--- src/rtl/host_bus_bridge.sv ---
// Host static-memory bus to internal register bus bridge.
// Host strobes are synchronized; each strobe assertion yields exactly one register-bus access.
module host_bus_bridge #(
    parameter int ADDR_W = 8,
    parameter int DATA_W = 16
) (
    input  logic              Clk,
    input  logic              RstN,
    input  logic              HCsN,
    input  logic              HRdN,
    input  logic              HWrN,
    input  logic [ADDR_W-1:0] HAddr,
    input  logic [DATA_W-1:0] HDataIn,
    output logic [DATA_W-1:0] HDataOut,
    output logic              HDataOe,
    output logic              HWait,
    output logic [ADDR_W-1:0] Addr,
    output logic [DATA_W-1:0] DataWr,
    input  logic [DATA_W-1:0] DataRd,
    output logic              En,
    output logic              Rd,
    output logic              Wr,
    output logic              Err
);

    typedef enum logic [1:0] {IDLE, ACCESS, DONE} stateT;

    // Bit order in the synchronizer vectors: {wr, rd, cs}
    logic [2:0] strobeMeta;
    logic [2:0] strobeSync;

    stateT             stateReg, stateNext;
    logic              isWrReg, isWrNext;
    logic [ADDR_W-1:0] addrReg, addrNext;
    logic [DATA_W-1:0] dataWrReg, dataWrNext;
    logic [DATA_W-1:0] hDataOutReg, hDataOutNext;
    logic              errReg, errNext;

    logic csS, rdS, wrS;
    logic rdReq, wrReq, bothReq, strobeHeld, done;

    always_ff @(posedge Clk or negedge RstN) begin
        if (!RstN) begin
            strobeMeta <= 3'b111;
            strobeSync <= 3'b111;
        end else begin
            strobeMeta <= {HWrN, HRdN, HCsN};
            strobeSync <= strobeMeta;
        end
    end

    assign csS = strobeSync[0];
    assign rdS = strobeSync[1];
    assign wrS = strobeSync[2];

    assign rdReq   = !csS && !rdS && wrS;
    assign wrReq   = !csS && !wrS && rdS;
    assign bothReq = !csS && !rdS && !wrS;

    // The strobe of the recorded direction keeps the FSM parked in DONE
    assign strobeHeld = !csS && (isWrReg ? !wrS : !rdS);

    always_ff @(posedge Clk or negedge RstN) begin
        if (!RstN) begin
            stateReg    <= IDLE;
            isWrReg     <= 1'b0;
            addrReg     <= '0;
            dataWrReg   <= '0;
            hDataOutReg <= '0;
            errReg      <= 1'b0;
        end else begin
            stateReg    <= stateNext;
            isWrReg     <= isWrNext;
            addrReg     <= addrNext;
            dataWrReg   <= dataWrNext;
            hDataOutReg <= hDataOutNext;
            errReg      <= errNext;
        end
    end

    always_comb begin
        stateNext    = stateReg;
        isWrNext     = isWrReg;
        addrNext     = addrReg;
        dataWrNext   = dataWrReg;
        hDataOutNext = hDataOutReg;
        errNext      = errReg;
        unique case (stateReg)
            IDLE: begin
                if (rdReq || wrReq) begin
                    addrNext = HAddr;
                    if (wrReq) begin
                        dataWrNext = HDataIn;
                    end
                    isWrNext  = wrReq;
                    stateNext = ACCESS;
                end else if (bothReq) begin
                    errNext = 1'b1;
                end
            end
            ACCESS: begin
                if (!isWrReg) begin
                    hDataOutNext = DataRd;
                end
                stateNext = DONE;
            end
            DONE: begin
                if (!strobeHeld) begin
                    stateNext = IDLE;
                end
            end
            default: stateNext = IDLE;
        endcase
    end

    assign done = (stateReg == DONE);
    assign En   = (stateReg == ACCESS);
    assign Rd   = En && !isWrReg;
    assign Wr   = En && isWrReg;

    assign Addr     = addrReg;
    assign DataWr   = dataWrReg;
    assign HDataOut = hDataOutReg;
    assign Err      = errReg;

    // Raw pins so wait reaches the host before the synchronizers catch up
    assign HWait   = RstN && !HCsN && ((!HRdN) ^ (!HWrN)) && !done;
    assign HDataOe = RstN && !HCsN && !HRdN && HWrN;

endmodule

--- config.mk ---
export PLATFORM = sky130hd
export DESIGN_NAME = host_bus_bridge
export DESIGN_NICKNAME = d
export VERILOG_FILES = /design/src/rtl/host_bus_bridge.sv
export SDC_FILE = /design/constraint.sdc
export NUM_CORES = 1
export LEC_CHECK = 0
export CORE_AREA = 2 2 63 65
export DETAILED_ROUTE_END_ITERATION = 6
export DIE_AREA = 0 0 65 67
export DONT_BUFFER_PORTS = 1
export MAX_ROUTING_LAYER = met4
export PLACE_DENSITY = 0.69
export SYNTH_ARGS = -nofsm -noshare
export SYNTH_HDL_FRONTEND = slang
export SYNTH_SLANG_ARGS = --single-unit
--- constraint.sdc ---
create_clock -name Clk -period 1.9 [get_ports Clk]
set_input_delay 0.19 -clock Clk [delete_from_list [all_inputs] [get_ports Clk]]
set_output_delay 0.19 -clock Clk [all_outputs]
set_load 0.02 [all_outputs]
==> summary.md, run 1 <==
In this run the cell area of the synthesized design comes to 1933 um^2. The endpoint type of the worst setup path is a flop. In the post-synthesis netlist, the biggest area contributors are dfrtp_1 57%, mux2_2 18%, dfstp_2 8.2%.

The logs give 41 for the number of DRC markers in iteration 0 and 947 for the routed via count. Dividing the detail-routed wire length by the instance count gives 18.49 um. The tools report the number of hold violations in the final report as 0. The logs give 0.5361 for the initial core utilization and 22 for the number of core rows. Global-route usage over all layers: 0.1632. For this design, the sink count on the clock tree is 50.

In the final layout, flip-flops and latches occupy 1259 um^2. The largest clock skew in the final design is 0.004494 ns, and the count of port buffers added during placement is 0. Walking the worst path, the cells encountered are nor4_4 -> nand2_2 -> mux2_4. From left edge to right edge, the die measures 65 um. The number of setup violations in the final report was 0; the clock transition time at the flip-flop clock pins of the worst setup and hold paths was 0.08 ns. The class of the most critical hold timing path was input port to flop. The final core area utilization came out at 0.5954. Entering global routing, the biggest net connects 51 pins.

For the part of the power in registers, the log shows 0.659. The share of cells above drive strength 1 is 0.4766. Prior to clock tree synthesis, the placed netlist has a worst setup slack of 0.2583 ns.

Summing all multi-input logic gate instances after layout gives 633.1 um^2. Number of maximum-capacitance violations: 0. The synthesized netlist net count is 159, and the floorplan die height is 67 um.

The post-place instance area was 1989 um^2; the last weighted congestion value of the routability-driven placer was 0.5978. At the pin with the least slew margin, the transition time is 0.4709 ns. Dividing the synthesized area by the synthesized cell count gives 16.96 um^2. The wire length of the first global-routing pass came out at 5.043 mm. The total power is 3.149 mW.

For the number of antenna violations at the first check in global routing, the log shows 0. Setup slack on the critical path of the routed design comes to 0.2662 ns. Data arrives at the worst endpoint at 1.81 ns.

The first detailed-routing pass ran for 3 iterations. The tools report the worst path required time as 2.08 ns. For this run, design rule violations remaining after detail routing come to 0. Leaving out filler cells and counting taps, the final layout contains 176.

On the critical path, the stage with the largest delay is an instance of dfrtp_1. The floorplan step defined a die boundary enclosing 4355 um^2. Among cell families on the critical path, the largest total delay comes from simple AND/OR/NAND/NOR gates. After synthesis, the netlist uses 25 different library cells. The time the final worst path needs with I/O delays and setup was 1.634 ns; the fraction of synthesized cell area taken by the top area cell type was 0.5696. The portion of the clock cycle consumed by the worst path in the final layout was 0.8599. The total detailed-routing wirelength is 3.255 mm. The upper clock frequency limit is 0.6121 GHz. The portion of total power attributed to combinational logic was 0.150; the count of fill cells added during filler insertion was 288. In this run, CTS created clock tree buffers numbering 5.

The worst voltage drop across the vdd grid is 0.0006796 V. Dividing total power by cell area gives a power density of 1467 nW/um^2. The tightest slew margin relative to the limit is 0.6849.

The largest total area in the synthesized netlist belongs to dfrtp_1. The largest fanout on the critical path is 17. STA classifies the critical path startpoint as a flop. For the insertion delay to the later sink of the worst-skew pair, the log shows 0.29 ns. The routed via count divided by cell count is 5.381. TritonCTS built the clock tree.

The proportion of total power due to net switching is 0.3553. The final net count was 172. The run finished with clean final reports. The count of nets left with antenna violations once routing finished came out at 0. The run gives 114 as the number of standard cells after synthesis. The relative contribution of the clock network to total power was 0.191. The total instance count after detailed placement was 163.

The number of slew-limit violations in the final report was 0. Hold is met by 0.04029 ns. The floorplan step defined a core boundary enclosing 3606 um^2. The critical path contains buffers and inverters numbering 0 combined. From synthesis to final layout, the design area changed by 11.07%. Setup repair after global routing left no endpoint under its margin.

The largest buffer count on any clock path is 2. The analysis attributes to cell leakage a power of 0.9607 nW. Synthesis inferred 50 register bits.

The number of global-route vias before repair is 1038. The logs give 2 for the H-tree level count and 0 for the number of synthesis warnings. The internal power of the cells totals 2.030 mW.

The fraction of the yosys area taken by sequential cells is 0.6511, and the total negative slack is 0 ns. The repair_antennas step left the layout with diodes totalling 0. In this run the power spent charging and discharging nets is 1.119 mW.

For the finished layout cell area, the log shows 2147 um^2. The worst setup path is of the flop to flop kind. The run gives 0 as the leftover overflow at the end of global routing.

The largest single stage delay on the critical path is 0.46 ns. For the HPWL after detailed placement, the log shows 2.348 mm. Number of primary I/O pins: 91. CTS placed an instance of clkbuf_8 at the clock tree root.

Buffers added to address setup during post-CTS repair amount to 0.
[placed cells by master (no fill, tap or decap), types with 2 or more instances in the layout]
cell type	netlist	routed
dfrtp_1	44	44
mux2_2	31	31
mux2_4	9	9
clkbuf_8	0	6
dfstp_2	6	6
dlygate4sd3_1	0	4
buf_4	0	4
inv_1	2	2
clkbuf_1	0	2
[power by group through the flow]
stage               Clock, mW  Sequential [mW]  Combinational, mW
floorplan                   0             2.03              0.391
global placement            0             2.09              0.414
detailed placement          0             2.11              0.448
CTS                     0.625             2.09              0.483
global route            0.678             2.12              0.523
finish                  0.603             2.08              0.471
[cell type report]
type	count	share of cell area
Inverter	2	0.003497
Sequential cell	50	0.5862
Tap cell	48	0.02797
Clock buffer	8	0.04196
Multi-Input combinational cell	59	0.2949
Timing Repair Buffer	9	0.04545
[cells in the mapped netlist]
| cell | count |
|---|---|
| and2_1 | 1 |
| nor2b_1 | 1 |
| a31o_2 | 1 |
| dfstp_2 | 6 |
| nor4_4 | 1 |
| mux2_4 | 9 |
| nand2_2 | 1 |
| o21ai_0 | 1 |
| xnor2_1 | 1 |
| nand2b_1 | 1 |
| nand4_1 | 1 |
| o31ai_1 | 1 |
| xor2_1 | 1 |
| nor4bb_1 | 1 |
| nand3b_1 | 1 |
| buf_6 | 3 |
| nor4b_1 | 1 |
| dfrtp_1 | 44 |
| nor2_1 | 1 |
| nand2_1 | 1 |
| a21o_1 | 1 |
| inv_1 | 2 |
| and2b_1 | 1 |
| nor2b_2 | 1 |
| mux2_2 | 31 |
[flip-flops by register name, summed over array words and instances, names as in the netlist]
signal	cells
HDataOut	16
strobeMeta	3
DataWr	16
stateReg	2
Addr	8
strobeSync	3
Err	1
isWrReg	1
[layer usage]
layer,part of all wire,global-route usage,up-vias
li1,-,-,421
met4,0.017,0.07979,0
met1,0.38,0.1739,467
met2,0.52,0.2706,52
met3,0.086,0.05912,7
met5,0,-,-
[what timing repair did]
action                                 CTS  global route
hold buffers                             5             0
resized for setup                        0             0
endpoints found under the hold margin   53             0
[cells by family (layout without fill, tap and decap cells)]
logic type / count (synthesis) / in the layout / share of synthesized area
AND/OR/NAND/NOR: 13 / 13 / 0.05309
multiplexers: 40 / 40 / 0.2505
XOR/XNOR: 2 / 2 / 0.009063
buffers and inverters: 5 / 19 / 0.02136
flip-flops: 50 / 50 / 0.6511
AO/OA/AOI/OAI: 4 / 4 / 0.01489
[final timing paths]
kind                                     from            end  slack, ns  depth (start not counted)
worst max-delay path              stateReg[1]     DataWr[10]       0.27                          3
worst min register to register  strobeMeta[2]  strobeSync[2]       0.36                          0
worst min-delay path              HDataIn[12]     DataWr[12]       0.04                          1
worst max register to register    stateReg[1]     DataWr[10]       0.27                          3
max in group asynchronous                RstN  strobeMeta[2]       1.22                          2
min in group asynchronous                RstN   HDataOut[10]       0.41                          2
No activity file was read; power rests on OpenSTA's default activity.
==> run 2: changes to the inputs <==
CORE_AREA = 2 2 48 84   (was 2 2 63 65)
DIE_AREA = 0 0 50 86   (was 0 0 65 67)
==> summary.md, run 2 (same netlist as run 1, synthesis figures left out) <==
In this run the deepest clock path goes through 2 buffers. The number of hold violations in the final report is 0, and the final core area utilization is 0.6022. Across the run, the number of max-cap violations was 0.

The routed via count divided by cell count is 5.557. Summed over all failing endpoints, the final setup total negative slack is 0 ns. The part of the power in registers was 0.640.

The quantity of gates resized following cts was 0; the arrival time at the worst endpoint was 1.84 ns. The number of global-route vias before repair is 1089. Setup violations remaining at the end of the flow were counted as 0. In this run, CTS created clock tree buffers numbering 5.

Number of antenna violations at the first check in global routing: 0. The endpoint identified for the worst register-to-register timing path is DataWr[14]. The internal portion of the total power is 2.120 mW. The power density over cell area was 1501 nW/um^2; the worst reg2reg path depth was 3. The tools report the global-route usage over all layers as 0.1730.

The proportion of total power due to net switching was 0.3470; the total setup buffers inserted after CTS was 0. The die is 50 um wide. The routed via count is 967.

The relative contribution of the clock network to total power came out at 0.216. Setup repair after global routing left no endpoint under its margin. The critical path goes through nor4_4 -> nand2_2 -> mux2_4. The clock arrives with 0.004604 ns of skew. The cell sitting at the root of the clock tree is a clkbuf_8.

The last weighted congestion value of the routability-driven placer is 0.6536. The run gives 0 as the remaining antenna violation count. Global routing finished with a remaining overflow of 0. The startpoint of the lowest-slack register-to-register path is stateReg[1].

Derived from the worst setup path, the maximum achievable clock frequency is 0.6025 GHz. The biggest cell delay along the critical path is 0.46 ns, and the number of DRC markers in iteration 0 is 9. Relative to the synthesized area, the layout overhead comes to 11.91%. The share of cells above drive strength 1 is 0.4922. The final net count is 172. The portion of the clock cycle consumed by the worst path in the final layout was 0.8736; the length of the first detailed-routing pass in iterations was 3. The first global-routing pass estimated 5.285 mm of wire.

The tools report the H-tree level count as 2. Leaving out fill and tap cells, the most frequent cell in the layout is dfrtp_1. The tools report the startpoint of the worst setup timing path as stateReg[1]. TritonCTS built the clock tree. The time the final worst path needs with I/O delays and setup came out at 1.660 ns. The run gives 4300 um^2 as the die outline area. The tools report the worst setup path endpoint as DataWr[14]. The tools report the number of primary I/O pins as 91.

For the hold-fix buffer count after cts, the log shows 5. The placeable core region is 3592 um^2. The largest fanout on the critical path is 17, and the floorplan die height is 86 um. Class of the most critical hold timing path: input port to flop. The floorplan has 29 rows. The worst voltage drop across the vdd grid is 0.0008332 V. Entering global routing, the biggest net connects 51 pins. Startpoint of the tightest hold check path: HAddr[0].

After detailed routing, the number of remaining DRC violations is 0. The count of port buffers added during placement was 0. The flow ran to the end, and the final reports show no timing, DRC or antenna violations. The tools report the internal reg-to-reg setup slack as 0.24 ns. Type of the worst setup path: flop to flop. The worst path required time came out at 2.08 ns. The analysis attributes to cell leakage a power of 0.9732 nW.

The clock net in this run drives a total of 50 sinks. At the pin with the least slew margin, the transition time is 0.4769 ns. Among all stages on the critical path, the largest delay is contributed by dfrtp_1. The nature of the critical path startpoint is a flop. At the later pin of the worst-skew pair, clock insertion delay measures 0.29 ns. For this design the total switching power over the nets is 1.127 mW.

Number of slew-limit violations in the final report: 0. The tools report the portion of total power attributed to combinational logic as 0.144. 0 antenna diodes ended up in the layout. The tightest slew margin relative to the limit came out at 0.6809. The tools report the endpoint type of the worst setup path as a flop. In the final routed layout, each cell accounts on average for 19.01 um. For the total detailed-routing wirelength, the log shows 3.308 mm. The library cells used most frequently in the layout, excluding fill and tap cells, are 44 x dfrtp_1, 31 x mux2_2, 9 x mux2_4.

Clock transition time at the flip-flop clock pins of the worst setup and hold paths: 0.09 ns. The run gives 0.5381 as the initial core utilization.
## run 2: power by group through the flow
stage	Combinational (mW)	Sequential (mW)	Clock (mW)
after floorplan	0.391	2.03	0
after detailed placement	0.440	2.11	0
after global routing	0.517	2.12	0.779
after CTS	0.475	2.09	0.730
final	0.466	2.08	0.702
after global placement	0.411	2.10	0
## run 2: layer usage
layer  part of all wire  wire, um  vias to the layer above  GRT usage
li1                   -         -                      421          -
met1               0.32      1053                      478     0.1688
met2               0.55      1833                       61     0.2895
met3               0.11       349                        7    0.06794
met4              0.021        71                        0    0.08838
met5                  0         0                        -          -
## run 2: final cells by class
class,count,area [um^2]
sequential,50,1259
clock inverter,3,40.04
fill,258,1429
clock buffer,5,68.82
tap,46,57.56
timing repair buffer,9,97.59
inverter,2,7.507
multi-input combinational,59,633.1
## run 2: worst max-delay path, delay by kind of cell (launching register included)
kind             cells  cell delay [ns]
muxes                1             0.40
and+or+nand+nor      2             0.68
DFF                  1             0.46
## run 2: metrics by stage
step,hold WS [ns],power [mW],instances,setup slack [ns],instance area [um^2]
after floorplan,-0.1056,2.419,114,0.2527,1933
after global placement,-0.1044,2.507,161,0.3220,1987
after detailed placement,-0.1045,2.554,161,0.2420,1987
after CTS,0.02556,3.297,174,0.2272,2163
after global routing,0.01437,3.418,174,0.1600,2163
final,0.03657,3.247,174,0.2402,2163
## run 2: worst min path at each step
stage | to | slack (ns) | cells after the start
2_1_floorplan | Addr[0] | -0.11 | 0
6_report | Addr[0] | 0.04 | 1
5_1_grt | Addr[1] | 0.01 | 1
4_1_cts | Addr[5] | 0.03 | 1
3_5_place_dp | Addr[7] | -0.10 | 0
3_3_place_gp | Addr[3] | -0.10 | 0
